==> src/rtl/tdc_pkg.sv <==
// Shared types and helpers for the TDC thermometer read side.
package tdc_pkg;

  typedef enum logic [1:0] {
    IDLE   = 2'd0,
    ARMED  = 2'd1,
    ENCODE = 2'd2,
    VALID  = 2'd3
  } tdc_state_e;

  // Result width able to hold every tap count 0..n without wrapping.
  function automatic int cw(input int n);
    return $clog2(n + 1);
  endfunction

endpackage

==> src/rtl/tdc_popcount.sv <==
// Combinational bubble corrector and tap counter for one frozen thermometer code.
module tdc_popcount
  import tdc_pkg::*;
#(
  parameter int N = 64
) (
  input  logic [N-1:0]      tap,
  output logic [cw(N)-1:0]  code,
  output logic              all_ones
);

  localparam int CW = cw(N);

  // ext[i+1] = tap[i]; the ends act as virtual taps: before the chain is
  // always set, past the chain is always clear.
  logic [N+1:0] ext;
  logic [N-1:0] corr;

  assign ext = {1'b0, tap, 1'b1};

  // Three-tap majority vote removes isolated bubbles and stray bits.
  genvar gi;
  generate
    for (gi = 0; gi < N; gi++) begin : g_maj
      assign corr[gi] = (ext[gi]     & ext[gi + 1]) |
                        (ext[gi]     & ext[gi + 2]) |
                        (ext[gi + 1] & ext[gi + 2]);
    end
  endgenerate

  // Count corrected taps; the sum is written serially and left to
  // synthesis to rebalance.
  always_comb begin
    code = '0;
    for (int i = 0; i < N; i++) begin
      code = code + CW'(corr[i]);
    end
  end

  assign all_ones = &corr;

endmodule

==> src/rtl/tdc_thermo_decoder.sv <==
// Samples the delay-line taps, waits for an armed hit (or timeout), and
// presents the bubble-corrected tap count on a valid/ready interface.
module tdc_thermo_decoder
  import tdc_pkg::*;
#(
  parameter int N       = 64,
  parameter int TIMEOUT = 255,
  localparam int CW     = cw(N)
) (
  input  logic          clk,
  input  logic          rst_n,
  input  logic [N-1:0]  dl_tap,
  input  logic          arm,
  output logic          busy,
  output logic          res_valid,
  input  logic          res_ready,
  output logic [CW-1:0] res_code,
  output logic          res_ovf,
  output logic          res_unf
);

  localparam int            TW         = (TIMEOUT > 1) ? $clog2(TIMEOUT) : 1;
  localparam logic [TW-1:0] TIMER_LAST = TW'(TIMEOUT - 1);

  tdc_state_e     state, state_next;
  logic [N-1:0]   s1, s2;
  logic [N-1:0]   hit;
  logic [TW-1:0]  timer;
  logic           unf_flag;
  logic [CW-1:0]  pop_code;
  logic           pop_all;

  // Two-flop synchroniser on the asynchronous tap vector; only s2 is decoded.
  always_ff @(posedge clk or negedge rst_n) begin
    if (!rst_n) begin
      s1 <= '0;
      s2 <= '0;
    end else begin
      s1 <= dl_tap;
      s2 <= s1;
    end
  end

  // State register.
  always_ff @(posedge clk or negedge rst_n) begin
    if (!rst_n) state <= IDLE;
    else        state <= state_next;
  end

  // Next-state logic; arm is only looked at in IDLE.
  always_comb begin
    state_next = state;
    case (state)
      IDLE:    if (arm) state_next = ARMED;
      ARMED:   if (s2[0] || (timer == TIMER_LAST)) state_next = ENCODE;
      ENCODE:  state_next = VALID;
      VALID:   if (res_ready) state_next = IDLE;
      default: state_next = IDLE;
    endcase
  end

  // Hit capture, timeout counting and result registers.
  always_ff @(posedge clk or negedge rst_n) begin
    if (!rst_n) begin
      hit      <= '0;
      timer    <= '0;
      unf_flag <= 1'b0;
      res_code <= '0;
      res_ovf  <= 1'b0;
      res_unf  <= 1'b0;
    end else begin
      case (state)
        IDLE: begin
          if (arm) begin
            timer    <= '0;
            unf_flag <= 1'b0;
          end
        end
        ARMED: begin
          if (s2[0]) begin
            hit      <= s2;
            unf_flag <= 1'b0;
          end else if (timer == TIMER_LAST) begin
            hit      <= '0;
            unf_flag <= 1'b1;
          end else begin
            timer <= timer + TW'(1);
          end
        end
        ENCODE: begin
          res_code <= pop_code;
          res_ovf  <= pop_all;
          res_unf  <= unf_flag & ~pop_all;
        end
        default: ;
      endcase
    end
  end

  tdc_popcount #(.N(N)) u_popcount (
    .tap      (hit),
    .code     (pop_code),
    .all_ones (pop_all)
  );

  assign busy      = (state != IDLE);
  assign res_valid = (state == VALID);

endmodule

==> config.mk <==
export PLATFORM = sky130hd
export DESIGN_NAME = tdc_thermo_decoder
export DESIGN_NICKNAME = d
export VERILOG_FILES = /design/src/rtl/tdc_pkg.sv /design/src/rtl/tdc_popcount.sv /design/src/rtl/tdc_thermo_decoder.sv
export SDC_FILE = /design/constraint.sdc
export NUM_CORES = 1
export LEC_CHECK = 0
export CORE_MARGIN = 2
export CORE_UTILIZATION = 40
export CTS_CLUSTER_SIZE = 8
export DETAILED_ROUTE_END_ITERATION = 10
export SLEW_MARGIN = 40
export SYNTH_ARGS = -nofsm -noshare
export SYNTH_HDL_FRONTEND = slang
export SYNTH_HIERARCHICAL = 1
export SYNTH_SLANG_ARGS = --single-unit
==> constraint.sdc <==
create_clock -name clk -period 6.4 [get_ports clk]
set_clock_uncertainty 0.1 [all_clocks]
set_input_delay 0.64 -clock clk [delete_from_list [all_inputs] [get_ports clk]]
set_output_delay 0.64 -clock clk [all_outputs]
set_load 0.05 [all_outputs]
==> impl_metrics.csv, run 1 <==
group,metric,value,unit
route,drt_first_pass_iters,4,
finish,nNetsFinal,1001,
sta,fin_crit_sh,103,%
yosys,synth_top_area_share,57.8,%
setup_path,crit_path_max_fanout,6,
yosys,synthFlopType,"dfrtp_1",
sta,hold_viol,0,
die,die-area,24200,um2
setup_path,end_kind,"flop",
yosys,ys_warn_count,6,
setup_path,critPathArrivalTime,6.91,ns
outcome,status,"finished, violations left",
route,avgRoutedWirePerCell,16.3,um
yosys,synth_fp_nets,797,
grt,grt_max_degree,80,
clocking,cts_tree,"built",
die,die_x,155,um
route,vias,5656,
grt,track_usage,16.1,%
route,first_iter_violations,206,
placement,hpwl,13200,um
hold_path,hp-start,"s1[21]$_DFF_PN0_",
setup_path,cp.required,6.71,ns
setup_path,rr_endpoint,"res_code[6]$_DFFE_PN0P_",
route,drc_errors,0,
clocking,cts_buffers,30,
grt,first_global_vias,6025,
clocking,numClockSinks,212,
placement,port_buffers,78,
sta,layout_min_cycle_time,6.60,ns
clocking,htree_num_levels,1,
setup_path,critPathCapture,"res_code[6]$_DFFE_PN0P_",
yosys,synth_async_sr_flop_share,100,%
sta,setup_viol,3,
hold_path,hp-class,"flop to flop",
yosys,synth_seq_cells,212,
setup_path,worstSetupPathType,"flop to flop",
clocking,cts.path.max_buffers,3,
route,ant_nets,0,
finish,insertedDiodeCount,0,
grt,antenna_found_initial,0,
finish,finalNonFillerCells,1144,
finish,final_cell_mix,"dfrtp_1 (204), buf_4 (109), clkdlybuf4s50_1 (77)",
grt,gr-total-overflow,0,
die,ioPinCount,79,
setup_path,r2r-start,"hit[48]$_DFFE_PN0P_",
sta,relSlewSlack,53.7,%
route,vias_per_cell,4.94,
die,rows,55,
sta,slew_viol_final,0,
setup_path,reg2reg_slack,-0.20,ns
placement,dp_cells,1099,
sta,fin_setup_tns,-0.407,ns
clocking,insertion_delay,0.53,ns
yosys,syn_inst,653,
clocking,clock_tree.root_cell,"clkbuf_16",
setup_path,ff2ff_path_depth,23,
yosys,syn-cell-area,9180,um2
finish,layout_commonest_cell,"dfrtp_1",
die,die_h,155,um
outcome,failed_checks,"setup timing",
sta,fin_ws,-0.199,ns
grt,grt_pass1_wl,31100,um
yosys,yosysTopAreaCell,"dfrtp_1",
setup_path,timing.critical_path.from,"hit[48]$_DFFE_PN0P_",
yosys,ys_seq_area_share,57.8,%
yosys,syn_avg_cell_area,14.1,um2
yosys,synth-edff-count,0,
sta,fmax,152,MHz
finish,final_util,52.8,%
sta,tightest_slew,0.677,ns
finish,drive_above_1_share,23.1,%
die,fp.coreArea,22600,um2
placement,gp_congestion,0.837,
finish,syn_to_final_growth,29.9,%
die,initial_core_util,40.7,%
sta,rsz0062_at_grt,"true",
yosys,synth_cell_types,52,
setup_path,critPathLaunchType,"flop",
run,cap_violations,0,
clocking,path_clk_slew,0.05,ns
yosys,synthTopCellsByArea,"dfrtp_1 (58%), fa_1 (12%), a22o_1 (6.1%)",
route,wirelength,18600,um
[flip-flops by register name, indices dropped and copies added, names as in the netlist]
signal and cells:
s2 64, hit 64, res_code 7, res_unf 1, unf_flag 1, s1 64
res_ovf 1, timer 8, state 2
[cells in the mapped netlist (all sizes together) (2+ instances only)]
master,number
dfrtp,212
inv,78
a22o,64
fa,54
maj3,44
ha,22
buf,16
nand2,15
nand4,15
o21ai,15
a21oi,14
nor2,12
a21o,11
mux2,9
o221ai,8
a31oi,6
and3,5
nand3,4
o21a,4
o22ai,4
or2,4
or4,4
and2,3
nand2b,3
o31ai,3
xnor2,3
a22oi,2
clkbuf,2
nand4b,2
o211ai,2
o21bai,2
xor2,2
[logic make-up after synthesis]
group | share of synthesized area, %
xor+xnor | 0.477
flops | 57.8
fa+ha+maj | 19.6
buf+inv | 4.62
simple gates | 4.54
compound gates | 11.7
mux | 1.25
[final cells by class]
class | count | area, um2
clock buffers | 34 | 807
fillers | 1893 | 10700
inverters | 78 | 293
multi-input cells | 345 | 3510
flip-flops and latches | 212 | 5320
well taps | 285 | 357
repair buffers | 190 | 1640
[metrics by stage]
| stage | worst slack [ns] | area (um2) | hold WS (ns) |
|---|---|---|---|
| 6_report | -0.199 | 11900 | 0.239 |
| 5_1_grt | -0.393 | 11900 | 0.243 |
| 4_1_cts | -0.172 | 11900 | 0.239 |
| 3_5_place_dp | -0.318 | 11000 | 0.235 |
| 3_3_place_gp | -0.158 | 11000 | 0.233 |
| 2_1_floorplan | -0.0689 | 9200 | 0.231 |
[metal layers]
layer | up-vias | GRT usage, % | wire, um
met4 | 0 | 4.54 | 366
li1 | 2667 | - | -
met5 | - | 0 | 0
met3 | 31 | 2.67 | 766
met2 | 111 | 26.8 | 9020
met1 | 2847 | 22.0 | 8430
[repair_timing]
| item | 4_1_cts | 5_1_grt |
|---|---|---|
| cloned | 0 | 0 |
| hold endpoints to repair | 56 | 0 |
| hold buffers | 1 | 0 |
| pin swaps | 6 | 17 |
| buffers inserted | 6 | 4 |
| endpoints found under the setup margin | 5 | 5 |
| resized for setup | 9 | 20 |
[critical path, stage by stage (launching register included)]
cell	delay (ns)
dfrtp_2	0.45
maj3_2	0.33
fa_1	0.53
inv_2	0.04
fa_1	0.49
inv_1	0.05
fa_1	0.47
inv_1	0.05
fa_1	0.49
inv_2	0.04
fa_1	0.47
fa_1	0.56
inv_2	0.04
fa_2	0.44
fa_1	0.49
inv_1	0.05
ha_2	0.19
fa_2	0.36
a21o_1	0.17
a21oi_2	0.15
inv_1	0.08
a21oi_2	0.11
o21bai_1	0.09
mux2_2	0.26
[worst min path at each step]
stage | to | slack, ns | cells past startpoint
final | s2[21]$_DFF_PN0_ | 0.24 | 0
after global routing | s2[24]$_DFF_PN0_ | 0.24 | 0
after CTS | s2[21]$_DFF_PN0_ | 0.24 | 0
after detailed placement | s2[21]$_DFF_PN0_ | 0.23 | 0
after global placement | s2[45]$_DFF_PN0_ | 0.23 | 0
after floorplan | s2[0]$_DFF_PN0_ | 0.23 | 0
Power of run 1 is not shown: default switching activity piles up to over one toggle a cycle in this logic, so the estimate is an artifact.
==> run 2: changes to the inputs <==
--- a/config.mk
+++ b/config.mk
@@ -7,6 +7,7 @@
 export LEC_CHECK = 0
 export CORE_MARGIN = 2
 export CORE_UTILIZATION = 40
+export CTS_CLUSTER_DIAMETER = 60
 export CTS_CLUSTER_SIZE = 8
 export DETAILED_ROUTE_END_ITERATION = 10
 export SLEW_MARGIN = 40
==> impl_metrics.csv, run 2 (same netlist as run 1, synthesis figures left out) <==
group,metric,value,unit
placement,gp_congestion,0.837,
die,ioPinCount,79,
finish,nNetsFinal,1001,
setup_path,critPathArrivalTime,6.92,ns
setup_path,worstSetupPathType,"flop to flop",
run,cap_violations,0,
sta,layout_min_cycle_time,6.58,ns
setup_path,critPathLaunchType,"flop",
die,die_x,155,um
finish,final_cell_mix,"dfrtp_1 (206), buf_4 (108), clkdlybuf4s50_1 (77)",
die,initial_core_util,40.7,%
finish,n_fill_cell,1903,
grt,grt_pass1_wl,31300,um
clocking,numClockSinks,212,
clocking,cts_buffers,31,
placement,port_buffers,78,
clocking,clock_tree.root_cell,"clkbuf_16",
route,drc_errors,0,
setup_path,end_kind,"flop",
finish,reg.largest.list,"hit x64, s1 x64, s2 x64",
route,avgRoutedWirePerCell,16.2,um
grt,grt_max_degree,80,
die,fp.coreArea,22600,um2
sta,setup_viol,4,
outcome,status,"finished, violations left",
clocking,insertion_delay,0.56,ns
grt,gr-total-overflow,0,
finish,syn_to_final_growth,29.9,%
route,drt_first_pass_iters,4,
grt,track_usage,16.1,%
die,rows,55,
finish,layout_commonest_cell,"dfrtp_1",
outcome,failed_checks,"setup timing",
finish,drive_above_1_share,22.4,%
route,wirelength,18600,um
sta,relSlewSlack,51.3,%
setup_path,crit_path_max_fanout,6,
placement,hpwl,13200,um
sta,fmax,152,MHz
sta,hold_viol,0,
route,ant_nets,0,
grt,antenna_found_initial,0,
hold_path,hp-class,"flop to flop",
die,die_h,155,um
sta,slew_viol_final,0,
setup_path,cp.required,6.74,ns
finish,insertedDiodeCount,0,
clocking,path_clk_slew,0.05,ns
sta,fin_ws,-0.184,ns
sta,rsz0062_at_grt,"true",
route,vias_per_cell,4.90,
clocking,cts_tree,"built",
sta,tightest_slew,0.712,ns
route,vias,5614,
clocking,cts.path.max_buffers,3,
grt,first_global_vias,6055,
route,first_iter_violations,210,
die,die-area,24200,um2
sta,holdWs,0.234,ns
clocking,htree_num_levels,1,
sta,fin_crit_sh,103,%
==> run 2: cell types whose count changed in the layout (fill, tap and decap cells not counted), moves of 2 or more <==
cell,previous run,this run
a21oi_1,7,9
a21oi_2,6,4
dfrtp_1,204,206
dfrtp_2,8,6
o21ai_0,10,13
o21ai_1,4,1
==> run 2: routing by layer <==
metal	up-vias	wire length, um	global-route usage (%)
met3	38	659	2.67
li1	2670	-	-
met4	0	503	4.59
met2	104	9000	26.9
met5	-	0	0
met1	2802	8450	21.9
==> run 2: layout make-up <==
cell class	instances	area (um2)	area share (%)
Clock buffer	34	797	6.68
Clock inverter	3	33.8	0.283
Inverter	78	293	2.46
Multi-Input combinational cell	345	3500	29.4
Sequential cell	212	5310	44.6
Tap cell	285	357	2.99
Timing Repair Buffer	189	1630	13.7
==> run 2: worst paths after layout <==
kind	from	end	slack [ns]	cells after the start
hold / removal	s1[21]$_DFF_PN0_	s2[21]$_DFF_PN0_	0.23	0
setup reg to reg	hit[48]$_DFFE_PN0P_	res_code[6]$_DFFE_PN0P_	-0.18	23
setup / recovery	hit[48]$_DFFE_PN0P_	res_code[6]$_DFFE_PN0P_	-0.18	23
min in group asynchronous	rst_n	unf_flag$_DFFE_PN0P_	0.52	2
hold reg to reg	s1[21]$_DFF_PN0_	s2[21]$_DFF_PN0_	0.23	0
max in group asynchronous	rst_n	hit[28]$_DFFE_PN0P_	4.60	3
==> run 2: critical path, stage by stage (launching register included) <==
cell	delay, ns
dfrtp_2	0.45
maj3_2	0.33
fa_1	0.52
inv_2	0.04
fa_1	0.49
inv_1	0.05
fa_1	0.47
inv_1	0.05
fa_1	0.49
inv_2	0.04
fa_1	0.48
fa_1	0.56
inv_2	0.04
fa_2	0.43
fa_1	0.49
inv_1	0.05
ha_2	0.19
fa_2	0.36
a21o_1	0.17
a21oi_2	0.14
inv_1	0.07
a21oi_2	0.11
o21bai_1	0.09
mux2_2	0.26
==> run 2: timing repair <==
item | 4_1_cts | 5_1_grt
endpoints found under the hold margin | 56 | 0
buffers inserted | 6 | 3
cloned | 0 | 0
setup endpoints to repair | 5 | 5
pin swaps | 7 | 5
gates resized for setup | 8 | 12
hold buffers | 1 | 0
==> run 2: stage by stage <==
stage          utilization, %  instance area, um2  setup TNS [ns]  std cells  setup slack (ns)
3_3_place_gp             48.6               11000          -0.340       1099            -0.158
5_1_grt                  52.8               11900           -1.31       1146            -0.385
3_5_place_dp             48.6               11000          -0.828       1099            -0.318
2_1_floorplan               -                9200         -0.0689        653           -0.0689
4_1_cts                  52.6               11900          -0.281       1143            -0.172
6_report                 52.8               11900          -0.409       1146            -0.184
Power of run 2 is left out for the same reason.
